**src/rtl/cla_pkg.sv**
```systemverilog
// -----------------------------------------------------------------------------
// cla_pkg
// Shared definitions for the carry-lookahead datapath and its word-serial
// sequencer.
//   BASEADDERSIZE   - width of one lookahead group inside the CLA
//   cla_seq_state_t - control states of the word sequencer
// -----------------------------------------------------------------------------
package cla_pkg;

  localparam int BASEADDERSIZE = 4;

  typedef enum logic [1:0] {
    IDLE,
    RUN,
    DONE
  } cla_seq_state_t;

endpackage

```
**src/rtl/cla_word_sequencer_if.sv**
```systemverilog
// -----------------------------------------------------------------------------
// cla_word_sequencer_if
// Request/result bundle of the word-serial adder/subtractor.
//   start, sub, a_in, b_in          - request side (driven by the master)
//   busy, done, s_out, c_out, ovf   - status and result (driven by the slave)
// Modports:
//   master - the client issuing operations
//   slave  - the sequencer itself
// -----------------------------------------------------------------------------
interface cla_word_sequencer_if #(
  parameter int NUMBITS  = 8,
  parameter int NUMWORDS = 4
);

  localparam int W = NUMBITS * NUMWORDS;

  logic         start;
  logic         sub;
  logic [W-1:0] a_in;
  logic [W-1:0] b_in;
  logic         busy;
  logic         done;
  logic [W-1:0] s_out;
  logic         c_out;
  logic         ovf;

  modport master (
    output start, sub, a_in, b_in,
    input  busy, done, s_out, c_out, ovf
  );

  modport slave (
    input  start, sub, a_in, b_in,
    output busy, done, s_out, c_out, ovf
  );

endinterface

```
**src/rtl/nBitCarryLookAheadAdder.sv**
```systemverilog
// -----------------------------------------------------------------------------
// nBitCarryLookAheadAdder
// Purely combinational NUMBITS-wide adder built from 4-bit lookahead groups;
// group carries ripple from one group to the next.
// Ports:
//   a, b   in  NUMBITS  addends
//   c_in   in  1        carry into bit 0
//   sum    out NUMBITS  a + b + c_in
//   c_out  out 1        carry out of the top bit
// -----------------------------------------------------------------------------
module nBitCarryLookAheadAdder
  import cla_pkg::*;
#(
  parameter int NUMBITS = 8
) (
  input  logic [NUMBITS-1:0] a,
  input  logic [NUMBITS-1:0] b,
  input  logic               c_in,
  output logic [NUMBITS-1:0] sum,
  output logic               c_out
);

  localparam int NUMGROUPS = NUMBITS / BASEADDERSIZE;

  logic [NUMGROUPS:0] group_carry;

  assign group_carry[0] = c_in;

  // Each group resolves all four internal carries in two logic levels from
  // its generate/propagate terms; only the group carry-out travels onward.
  for (genvar g = 0; g < NUMGROUPS; g++) begin : g_group
    logic [3:0] gen;
    logic [3:0] prop;
    logic [4:0] c;

    assign gen  = a[g*BASEADDERSIZE +: BASEADDERSIZE] & b[g*BASEADDERSIZE +: BASEADDERSIZE];
    assign prop = a[g*BASEADDERSIZE +: BASEADDERSIZE] ^ b[g*BASEADDERSIZE +: BASEADDERSIZE];

    assign c[0] = group_carry[g];
    assign c[1] = gen[0] | (prop[0] & c[0]);
    assign c[2] = gen[1] | (prop[1] & gen[0]) | (prop[1] & prop[0] & c[0]);
    assign c[3] = gen[2] | (prop[2] & gen[1]) | (prop[2] & prop[1] & gen[0])
                | (prop[2] & prop[1] & prop[0] & c[0]);
    assign c[4] = gen[3] | (prop[3] & gen[2]) | (prop[3] & prop[2] & gen[1])
                | (prop[3] & prop[2] & prop[1] & gen[0])
                | (prop[3] & prop[2] & prop[1] & prop[0] & c[0]);

    assign sum[g*BASEADDERSIZE +: BASEADDERSIZE] = prop ^ c[3:0];
    assign group_carry[g+1] = c[4];
  end

  assign c_out = group_carry[NUMGROUPS];

endmodule

```
**src/rtl/cla_word_sequencer.sv**
```systemverilog
// -----------------------------------------------------------------------------
// cla_word_sequencer
// Wide adder/subtractor that pushes NUMWORDS slices of NUMBITS bits, LSB
// slice first, through a single NUMBITS-wide CLA, holding the carry in a
// register between slices.
// Ports:
//   clk    in  1   rising-edge clock
//   reset  in  1   synchronous, active-high reset
//   bus    slave   request (start/sub/a_in/b_in) and result
//                  (busy/done/s_out/c_out/ovf), W = NUMWORDS*NUMBITS
// -----------------------------------------------------------------------------
module cla_word_sequencer
  import cla_pkg::*;
#(
  parameter int NUMBITS  = 8,
  parameter int NUMWORDS = 4
) (
  input  logic                 clk,
  input  logic                 reset,
  cla_word_sequencer_if.slave  bus
);

  localparam int W  = NUMBITS * NUMWORDS;
  localparam int KW = (NUMWORDS > 1) ? $clog2(NUMWORDS) : 1;

  // Reject slice widths the 4-bit lookahead groups cannot tile, and an
  // empty word count, while elaborating.
  if ((NUMBITS % BASEADDERSIZE) != 0 || NUMWORDS < 1) begin : g_bad_params
    $error("cla_word_sequencer: NUMBITS must be a multiple of 4 and NUMWORDS >= 1");
  end

  cla_seq_state_t state_q;
  cla_seq_state_t state_d;

  logic [KW-1:0]      k_q;
  logic               carry_q;
  logic [W-1:0]       a_q;
  logic [W-1:0]       b_q;
  logic [W-1:0]       acc_q;
  logic [W-1:0]       acc_merge;
  logic [W-1:0]       s_q;
  logic               c_q;
  logic               ovf_q;

  logic [NUMBITS-1:0] slice_sum;
  logic               slice_cout;
  logic               last_slice;
  logic               accept;

  assign last_slice = (k_q == KW'(NUMWORDS - 1));
  assign accept     = bus.start && (state_q != RUN);

  nBitCarryLookAheadAdder #(
    .NUMBITS (NUMBITS)
  ) u_adder (
    .a     (a_q[k_q*NUMBITS +: NUMBITS]),
    .b     (b_q[k_q*NUMBITS +: NUMBITS]),
    .c_in  (carry_q),
    .sum   (slice_sum),
    .c_out (slice_cout)
  );

  // Next-state logic: a request is taken from IDLE or straight out of DONE,
  // so back-to-back operations never pass through IDLE.
  always_comb begin
    state_d = state_q;
    case (state_q)
      IDLE:    if (bus.start) state_d = RUN;
      RUN:     if (last_slice) state_d = DONE;
      DONE:    state_d = bus.start ? RUN : IDLE;
      default: state_d = IDLE;
    endcase
  end

  // The accumulator with the current slice dropped in; on the last slice
  // this is the complete result and goes straight to s_out.
  always_comb begin
    acc_merge = acc_q;
    acc_merge[k_q*NUMBITS +: NUMBITS] = slice_sum;
  end

  // State register.
  always_ff @(posedge clk) begin
    if (reset) state_q <= IDLE;
    else       state_q <= state_d;
  end

  // Datapath: subtract is a + ~b + 1, so the operand is inverted once at
  // capture and the carry register is seeded with the mode. Result
  // registers only move on the final slice so the previous result stays
  // visible for the whole run.
  always_ff @(posedge clk) begin
    if (reset) begin
      k_q     <= '0;
      carry_q <= 1'b0;
      a_q     <= '0;
      b_q     <= '0;
      acc_q   <= '0;
      s_q     <= '0;
      c_q     <= 1'b0;
      ovf_q   <= 1'b0;
    end else if (accept) begin
      a_q     <= bus.a_in;
      b_q     <= bus.sub ? ~bus.b_in : bus.b_in;
      carry_q <= bus.sub;
      k_q     <= '0;
    end else if (state_q == RUN) begin
      acc_q   <= acc_merge;
      carry_q <= slice_cout;
      k_q     <= k_q + KW'(1);
      if (last_slice) begin
        s_q   <= acc_merge;
        c_q   <= slice_cout;
        ovf_q <= (a_q[W-1] == b_q[W-1]) && (slice_sum[NUMBITS-1] != a_q[W-1]);
      end
    end
  end

  assign bus.busy  = (state_q == RUN);
  assign bus.done  = (state_q == DONE);
  assign bus.s_out = s_q;
  assign bus.c_out = c_q;
  assign bus.ovf   = ovf_q;

endmodule
```
**src/flat_wrapper.sv**
```systemverilog
// flat-port wrapper written by rule: the top's interface ports become plain ports
module cla_word_sequencer_flat import cla_pkg::*;
#(
  parameter int NUMBITS  = 8,
  parameter int NUMWORDS = 4
)
  (clk, reset, bus_start, bus_sub, bus_a_in, bus_b_in, bus_busy, bus_done, bus_s_out, bus_c_out, bus_ovf);
  cla_word_sequencer_if #(.NUMBITS(NUMBITS), .NUMWORDS(NUMWORDS)) bus_i ();
  input  logic clk;
  input  logic reset;
  input wire logic [$bits(bus_i.start)-1:0] bus_start;
  input wire logic [$bits(bus_i.sub)-1:0] bus_sub;
  input wire logic [$bits(bus_i.a_in)-1:0] bus_a_in;
  input wire logic [$bits(bus_i.b_in)-1:0] bus_b_in;
  output wire logic [$bits(bus_i.busy)-1:0] bus_busy;
  output wire logic [$bits(bus_i.done)-1:0] bus_done;
  output wire logic [$bits(bus_i.s_out)-1:0] bus_s_out;
  output wire logic [$bits(bus_i.c_out)-1:0] bus_c_out;
  output wire logic [$bits(bus_i.ovf)-1:0] bus_ovf;
  assign bus_i.start = bus_start;
  assign bus_i.sub = bus_sub;
  assign bus_i.a_in = bus_a_in;
  assign bus_i.b_in = bus_b_in;
  assign bus_busy = bus_i.busy;
  assign bus_done = bus_i.done;
  assign bus_s_out = bus_i.s_out;
  assign bus_c_out = bus_i.c_out;
  assign bus_ovf = bus_i.ovf;
  cla_word_sequencer #(.NUMBITS(NUMBITS), .NUMWORDS(NUMWORDS)) u_core (.clk(clk), .reset(reset), .bus(bus_i));
endmodule
```
**config.mk**
```make
export PLATFORM = sky130hd
export DESIGN_NAME = cla_word_sequencer_flat
export DESIGN_NICKNAME = d
export VERILOG_FILES = /design/src/rtl/cla_pkg.sv /design/src/rtl/cla_word_sequencer_if.sv /design/src/rtl/nBitCarryLookAheadAdder.sv /design/src/rtl/cla_word_sequencer.sv /design/src/flat_wrapper.sv
export SDC_FILE = /design/constraint.sdc
export NUM_CORES = 1
export LEC_CHECK = 0
export BUFFER_PORTS_ARGS = -buffer_cell sky130_fd_sc_hd__clkbuf_2
export CORE_ASPECT_RATIO = 0.6
export CORE_MARGIN = 2
export CORE_UTILIZATION = 56
export CTS_BUF_LIST = sky130_fd_sc_hd__clkbuf_16
export CTS_CLUSTER_DIAMETER = 150
export DETAILED_ROUTE_END_ITERATION = 6
export PLACE_DENSITY = 0.85
export SLEW_MARGIN = 10
export SYNTH_ARGS = -nofsm -noshare
export SYNTH_HDL_FRONTEND = slang
export SYNTH_SLANG_ARGS = --single-unit
```
**constraint.sdc**
```tcl
create_clock -name clk -period 4.1 [get_ports clk]
set_input_delay 0.205 -clock clk [delete_from_list [all_inputs] [get_ports clk]]
set_output_delay 0.205 -clock clk [all_outputs]
set_load 0.005 [all_outputs]
```
# Word level (Yosys, flattened, before mapping)
# Cells that the tools add are included.
# classes
addsub	2
eq_ne	8
n_shift	4
n_mux	8
bitwise	60
reduce_logical	8
# ops
op	count
$shiftx A32 B6 Y8	2
$neg A5 Y34	1
$shift A8 B34 Y32 const A	1
$shiftx A8 B34 Y32	1
$and A1 B1 Y1	32
$bwmux W32	1
$mux W32	1
$not A32 Y32	1
$or A1 B1 Y1	20
$xor A4 B4 Y4	4
$and A4 B4 Y4	2
$pmux W2 S3	1
$eq A2 B2 Y1 const B	2
$mux W2	2
$ne A2 B1 Y1 const B	2
$reduce_and A2 Y1	2
$mux W1	3
$reduce_and A3 Y1	1
$add A2 B1 Y2 const B	1
$eq A2 B1 Y1 const B	1
$logic_and A1 B1 Y1	2
$logic_not A2 Y1	1
$ne A2 B2 Y1 const B	1
$reduce_bool A2 Y1	1
4 further kinds	4
# word_totals
register_bits	135
input_bits	68
wordCells	99

# Longest topological paths before layout
# Gate-level depths: netlist of the first run.
# depth
depth_word	12
ltp_mapped	11

# Modules after synthesis
# From an unflattened synthesis of the first run, not the netlist that was laid out.
# unflattened
cells_unflattened	629
area_unflattened_um2	5869.4
# modules_own_cells
mod	instances	cells_each	area_per_inst_um2	seq_area_each_um2
cla_word_sequencer	1	588	5541.6	2542.4
nBitCarryLookAheadAdder	1	41	327.8	0.0

# Worst setup path before layout of the first run
# Ideal clock, no wire load.
# synth_path
path_kind	register -> register
start	register u_core.k_q[0]
end	register u_core.acc_q[13]
setup_ns	0.086
arrival_time_ns	3.490
required_ns	4.014
path_slack_ns	0.525
stages_incl_launch_ff	12
n_path_buf	2
period_less_slack_ns	3.575
path_cell_list	dfxtp_1 -> buf_2 -> buf_2 -> mux4_2 -> ha_1 -> and2_4 -> a221oi_2 -> nand2_2 -> fa_1 -> xor2_1 -> a22oi_1 -> a211oi_1
# synth_via
elab_chain_cells	12
elab_cells_between_ends	53
# synth_lines
element	line	text
start: declaration	cla_word_sequencer.sv:35	logic [KW-1:0] k_q;
start signal: assignment	cla_word_sequencer.sv:110	k_q <= k_q + KW'(1);
$shiftx A32 B6 Y8, on equally long branches	cla_word_sequencer.sv:56, cla_word_sequencer.sv:57	
$xor A4 B4 Y4 or $and A4 B4 Y4 (tied branches)	nBitCarryLookAheadAdder.sv:37, nBitCarryLookAheadAdder.sv:36	
$and A1 B1 Y1, on equally long branches	nBitCarryLookAheadAdder.sv:44, nBitCarryLookAheadAdder.sv:45, nBitCarryLookAheadAdder.sv:46	
$or A1 B1 Y1 (tied with other cells) (2 in series)	nBitCarryLookAheadAdder.sv:44	assign c[4] = gen[3] | (prop[3] & gen[2]) | (prop[3] & prop[2] & gen[1])
$or A1 B1 Y1 or $and A1 B1 Y1 (tied branches)	nBitCarryLookAheadAdder.sv:45, nBitCarryLookAheadAdder.sv:46	
$or A1 B1 Y1	nBitCarryLookAheadAdder.sv:46	| (prop[3] & prop[2] & prop[1] & prop[0] & c[0]);
$and A1 B1 Y1, on equally long branches	nBitCarryLookAheadAdder.sv:40, nBitCarryLookAheadAdder.sv:43, nBitCarryLookAheadAdder.sv:41	
$or A1 B1 Y1, on equally long branches	nBitCarryLookAheadAdder.sv:40, nBitCarryLookAheadAdder.sv:43, nBitCarryLookAheadAdder.sv:41	
$xor A4 B4 Y4	nBitCarryLookAheadAdder.sv:48	assign sum[g*BASEADDERSIZE +: BASEADDERSIZE] = prop ^ c[3:0];
$shiftx A8 B34 Y32	cla_word_sequencer.sv:79	acc_merge[k_q*NUMBITS +: NUMBITS] = slice_sum;
$bwmux W32 (*)	cla_word_sequencer.sv:79	
end signal: assignment	cla_word_sequencer.sv:108	acc_q <= acc_merge;
end: declaration	cla_word_sequencer.sv:39	logic [W-1:0] acc_q;
# Every way passes the cells marked *; elsewhere a longest branch is shown, timed or not.
# A chain may end at the register's enable or synchronous reset.

# Final worst setup path of the first run
# layout_path
start	register u_core.k_q[0]
end	register u_core.acc_q[5]
# Same word-level chain as after synthesis.

==> results of run 1 <==
what timing repair did:
action,4_1_cts,5_1_grt
endpoints found under the setup margin,0,0
endpoints found under the hold margin,1,0
hold buffers,1,0
gates resized for setup,0,0
synthesized netlist by cell type, drive strengths merged (5+ instances only):
library cell / count
dfxtp: 135
nor2: 88
nand2: 83
a21oi: 61
a211oi: 60
xnor2: 34
clkbuf: 33
buf: 21
o21ai: 21
a22oi: 17
nand3: 17
mux4: 16
ha: 14
a221oi: 9
a31oi: 8
inv: 7
a21o: 6
nor3: 5
sequential cells by signal, indices dropped and copies added, names as in the netlist:
signal            flops
u_core.b_q           32
u_core.acc_q         32
u_core.k_q            2
u_core.carry_q        1
u_core.bus.s_out     32
u_core.bus.ovf        1
u_core.bus.c_out      1
u_core.a_q           32
u_core.state_q        2
final timing paths:
check                                   start              end  slack (ns)  depth (start not counted)
worst max register to register  u_core.k_q[0]  u_core.acc_q[5]        0.37                          9
worst min register to register  u_core.a_q[4]    u_core.a_q[4]        0.46                          2
worst max-delay path            u_core.k_q[0]  u_core.acc_q[5]        0.37                          9
worst min-delay path             bus_a_in[20]   u_core.a_q[20]       0.007                          3
through the flow:
step                hold slack, ns  power [µW]   util
floorplan                    0.341        1750      -
global placement             0.433        1870  0.625
detailed placement           0.435        1890  0.625
CTS                        0.00281        3300  0.678
global route                0.0126        3410  0.678
finish                     0.00723        3310  0.678
logic make-up after synthesis:
logic type / share of synthesized area
flip-flops: 0.450
AO/OA/AOI/OAI: 0.209
buffers and inverters: 0.0417
XOR/XNOR: 0.0525
adder cells (fa/ha/maj): 0.0358
AND/OR/NAND/NOR: 0.150
multiplexers: 0.0617
final cells by class:
type	count	area (µm²)	area share
clock buffers	17	425	0.0598
multi-input cells	470	3050	0.430
repair buffers	113	596	0.0838
inverters	10	37.5	0.00528
flip-flops and latches	135	2700	0.380
well taps	139	174	0.0245
clock inverters	14	120	0.0169
worst max-delay path, cell delays in order, from the launching register on:
cell,delay (ns)
dfxtp_1,0.74
mux4_2,0.60
ha_1,0.37
and2_4,0.19
a221oi_2,0.38
nand2_2,0.16
fa_1,0.41
xor2_1,0.36
a22oi_1,0.15
a211oi_1,0.27
per-layer routing:
layer / vias to the layer above / part of all wire / global-route usage
met5: - / 0 / 0
met1: 2556 / 0.46 / 0.422
met4: 0 / 0.018 / 0.105
met2: 280 / 0.42 / 0.404
li1: 2532 / - / -
met3: 31 / 0.10 / 0.0803
power by group through the flow:
stage | combinational, µW | sequential, µW | clock (µW)
after detailed placement | 433 | 1460 | 0
after global placement | 416 | 1460 | 0
after CTS | 440 | 1430 | 1430
final | 447 | 1430 | 1430
after global routing | 488 | 1440 | 1480
after floorplan | 319 | 1430 | 0
==> flow_summary_export.csv, run 1 <==
group,metric,value,unit
cts,clock-sinks,135,
global_route,grt_max_degree,110,
floorplanning,io_pins,104,
synth,synth_warnings,0,
placed_design,io_buffers,103,
cts,clk_latency,0.42,ns
final_layout,final_common_cell,"dfxtp_1",
placed_design,gp_congestion,0.866,
final_layout,antennaDiodeCount,0,
global_route,overflow,0,
drt,vias,5399,
final_layout,syn_to_final_growth,18.4,%
cts,clk_pin_slew_worst_paths,0.06,ns
synth,syn_area,0.00601,mm²
floorplanning,die_w,138,µm
synth,syn_inst,669,
synth,synthTopCellsByArea,"dfxtp_1 (45%), a211oi_1 (7.5%), mux4_2 (6.0%)",
floorplanning,fp.dieArea,0.0116,mm²
cts,clk_path_buf_depth,2,
timing,finalSetupTns,0,ns
drt,totalWireLength,16200,µm
timing,worst_slack,0.368,ns
status,run_status,"complete, no violations",
timing,tightest_slew,1.14,ns
global_route,grt_pass1_vias,5100,
final_layout,fillers,816,
timing,finClkSkew,0.00891,ns
synth,synth_edf_count,0,
global_route,grt_first_pass_wirelength,25800,µm
min_path,hp-class,"input pin to flop",
synth,synth_flop_cell,"dfxtp_1",
final_layout,nNetsFinal,831,
pwr,seqPwrFrac,0.434,
placed_design,dpl.cell_count,866,
timing,setup_viol,0,
global_route,antenna_found_initial,0,
placed_design,placed_cell_area,0.00655,mm²
cts,root_buffer,"clkbuf_16",
drt,vias_per_cell,6.01,
pwr,power.switching,875,µW
cts,cts_setup_buffers,0,
pwr,p_int,2430,µW
final_layout,final_cell_mix,"dfxtp_1 (135), clkbuf_2 (102), nor2_1 (88)",
drt,first_pass_iters,5,
worst_setup_path,end_kind,"flop",
pwr,ir_drop,0.348,mV
drt,wire_per_inst,18.0,µm
timing,finalCritPeriodShare,0.910,
drt,drc,0,
timing,fmax,268,MHz
pwr,switching_share,0.265,
final_layout,drive_gt1_frac,0.216,
floorplanning,core_area,0.0105,mm²
floorplanning,die-height,84.2,µm
synth,synth_seq_cells,135,
run,max_cap_violations,0,
final_layout,finalNonFillerCells,898,
synth,postSynthAreaPerCell,8.98,µm²
drt,detail-route-antenna-nets,0,
synth,yosysTopAreaCell,"dfxtp_1",
worst_setup_path,arrival,4.05,ns
timing,hold_viol,0,
synth,synth_cell_types,44,
timing,final_max_slew_viol_count,0,
cts,cts_tree,"built",
placed_design,dp_hpwl,11000,µm
synth,yosysTopAreaCellShare,0.450,
pwr,comb_power_share,0.135,
cts,cts_buffers,17,
pwr,p_leak,0.00282,µW
timing,rsz0062_at_grt,"no",
timing,period_needed,3.73,ns
worst_setup_path,cp.required,4.41,ns
synth,async_flop_share,0,
synth,ys_seq_area_frac,0.450,
worst_setup_path,critPathKind,"flop to flop",
worst_setup_path,cp_max_fo,11,
timing,relSlewSlack,0.239,
global_route,grt.total_usage,0.287,
pwr,powerDensity,465,mW/mm²
cts,htreeDepth,4,
drt,drt_iter0_markers,508,
floorplanning,start_util,0.573,
placed_design,dp_slack,0.414,ns
final_layout,stdcell_area,0.00711,mm²
worst_setup_path,start_kind,"flop",
pwr,clkPwrFrac,0.431,
synth,syn_nets,753,
floorplanning,std_cell_rows,29,
Power figures use the tool's default switching activity.
==> run 2, diff against run 1 <==
--- a/config.mk
+++ b/config.mk
@@ -8,12 +8,12 @@
 export BUFFER_PORTS_ARGS = -buffer_cell sky130_fd_sc_hd__clkbuf_2
 export CORE_ASPECT_RATIO = 0.6
 export CORE_MARGIN = 2
-export CORE_UTILIZATION = 56
+export CORE_UTILIZATION = 60
 export CTS_BUF_LIST = sky130_fd_sc_hd__clkbuf_16
 export CTS_CLUSTER_DIAMETER = 150
 export DETAILED_ROUTE_END_ITERATION = 6
-export PLACE_DENSITY = 0.85
-export SLEW_MARGIN = 10
+export PLACE_DENSITY = 0.9
+export SLEW_MARGIN = 40
 export SYNTH_ARGS = -nofsm -noshare
 export SYNTH_HDL_FRONTEND = slang
 export SYNTH_SLANG_ARGS = --single-unit
==> constraint.sdc (replaced) <==
create_clock -name clk -period 4.7 [get_ports clk]
set_input_delay 0.235 -clock clk [delete_from_list [all_inputs] [get_ports clk]]
set_output_delay 0.235 -clock clk [all_outputs]
set_load 0.005 [all_outputs]
==> flow_summary_export.csv, run 2 (synthesized netlist as in run 1, its figures left out) <==
group,metric,value,unit
drt,wire_per_inst,18.7,µm
final_layout,antennaDiodeCount,0,
timing,finalSetupTns,0,ns
cts,htreeDepth,4,
floorplanning,fp.dieArea,0.0109,mm²
cts,cts_resized,0,
floorplanning,io_pins,104,
timing,finClkSkew,0.00732,ns
floorplanning,start_util,0.612,
timing,final_max_slew_viol_count,0,
global_route,top_usage_layer,"met2",
worst_setup_path,critPathKind,"flop to flop",
cts,root_buffer,"clkbuf_16",
placed_design,dp_hpwl,10900,µm
cts,clk_pin_slew_worst_paths,0.06,ns
worst_setup_path,critPathBufInv,1,
global_route,grt_first_pass_wirelength,26200,µm
global_route,grt_pass1_vias,5119,
worst_setup_path,end_kind,"flop",
final_layout,final_common_cell,"dfxtp_1",
global_route,met2_usage,0.485,
global_route,overflow,0,
placed_design,io_buffers,103,
timing,period_needed,3.89,ns
timing,rsz0062_at_grt,"no",
min_path,hp-class,"input pin to flop",
worst_setup_path,crit_cells,10,
timing,finalCritPeriodShare,0.828,
floorplanning,std_cell_rows,28,
timing,hold_viol,0,
pwr,powerDensity,416,mW/mm²
global_route,grt_max_degree,111,
worst_setup_path,start_kind,"flop",
worst_setup_path,arrival,4.21,ns
timing,setup_viol,0,
cts,clk_path_buf_depth,2,
drt,first_pass_iters,7,
drt,totalWireLength,16700,µm
worst_setup_path,crit_path_max_incr_delay,0.72,ns
final_layout,fillers,690,
timing,fmax,257,MHz
timing,tightest_slew,0.864,ns
cts,clk_latency,0.42,ns
final_layout,drive_gt1_frac,0.222,
global_route,grt.total_usage,0.315,
global_route,gr-usage-met1,0.438,
worst_setup_path,crit_slowest_cell,"dfxtp_1",
pwr,ir_drop,0.297,mV
floorplanning,core_area,0.00981,mm²
min_path,hold_path_depth,3,
final_layout,syn_to_final_growth,18.9,%
status,violations,"DRC",
placed_design,gp_congestion,0.920,
cts,clock-sinks,135,
status,run_status,"finished, violations left",
worst_setup_path,cp.required,5.01,ns
drt,vias,5575,
placed_design,dpl.cell_count,861,
global_route,use_met3,0.0710,
final_layout,nNetsFinal,829,
pwr,p_leak,0.00281,µW
floorplanning,die_w,133,µm
worst_setup_path,cpLargestDelayFamily,"adder cells",
cts,cts_hold_buf,0,
floorplanning,die-height,81.5,µm
final_layout,finalNonFillerCells,893,
worst_setup_path,cp_max_fo,15,
run,max_cap_violations,0,
cts,cts_tree,"built",
timing,relSlewSlack,0.424,
cts,cts_setup_buffers,0,
worst_setup_path,reg2regPathDepth,10,
drt,drt_iter0_markers,744,
cts,cts_buffers,17,
drt,vias_per_cell,6.24,
drt,detail-route-antenna-nets,0,
worst_setup_path,crit_chain,"buf_4, mux4_2, ha_1, a21o_1, nand3_1, nand2_2, fa_1, xor2_1, a22oi_1, a211oi_1",
drt,drc,2,
final_layout,final_cell_mix,"dfxtp_1 (135), clkbuf_2 (101), nor2_1 (88)",
global_route,antenna_found_initial,0,
-- run 2: final timing paths --
path,start,to,slack [ns]
worst max register to register,u_core.k_q[0],u_core.acc_q[21],0.81
worst min register to register,u_core.a_q[12],u_core.a_q[12],0.46
worst min-delay path,bus_a_in[11],u_core.a_q[11],0.03
worst max-delay path,u_core.k_q[0],u_core.acc_q[21],0.81
-- run 2: area by class of cell --
type | count | area [µm²] | share of cell area
clock inverter | 15 | 161 | 0.0226
sequential | 135 | 2700 | 0.379
timing repair buffer | 111 | 584 | 0.0819
inverter | 10 | 38.8 | 0.00543
clock buffer | 17 | 425 | 0.0596
tap | 135 | 169 | 0.0237
multi-input combinational | 470 | 3060 | 0.428
-- run 2: routing by layer --
metal | part of all wire | routed length [µm]
met2 | 0.44 | 7370
met5 | 0 | 0
met1 | 0.43 | 7120
met4 | 0.025 | 411
met3 | 0.11 | 1780
-- run 2: worst reg2reg max path: stages (launching register included) --
cell and delay, ns:
dfxtp_1 0.72, buf_4 0.36, mux4_2 0.58, ha_1 0.33, a21o_1 0.19, nand3_1 0.16, nand2_2 0.14, fa_1 0.42
xor2_1 0.38, a22oi_1 0.20, a211oi_1 0.31
-- run 2: per-stage QoR --
stage / power, µW / instance area, µm² / hold slack [ns] / worst slack [ns] / utilization
4_1_cts: 2960 / 7140 / 0.0305 / 0.787 / 0.728
3_5_place_dp: 1650 / 6550 / 0.449 / 0.921 / 0.668
2_1_floorplan: 1530 / 6010 / 0.371 / 1.12 / -
5_1_grt: 3060 / 7140 / 0.0457 / 0.552 / 0.728
6_report: 2970 / 7140 / 0.0340 / 0.806 / 0.728
3_3_place_gp: 1630 / 6540 / 0.443 / 1.15 / 0.667
-- run 2: where the power goes --
part	internal, µW	switching, µW
Sequential	1210	45.4
Combinational	153	240
Clock	824	501
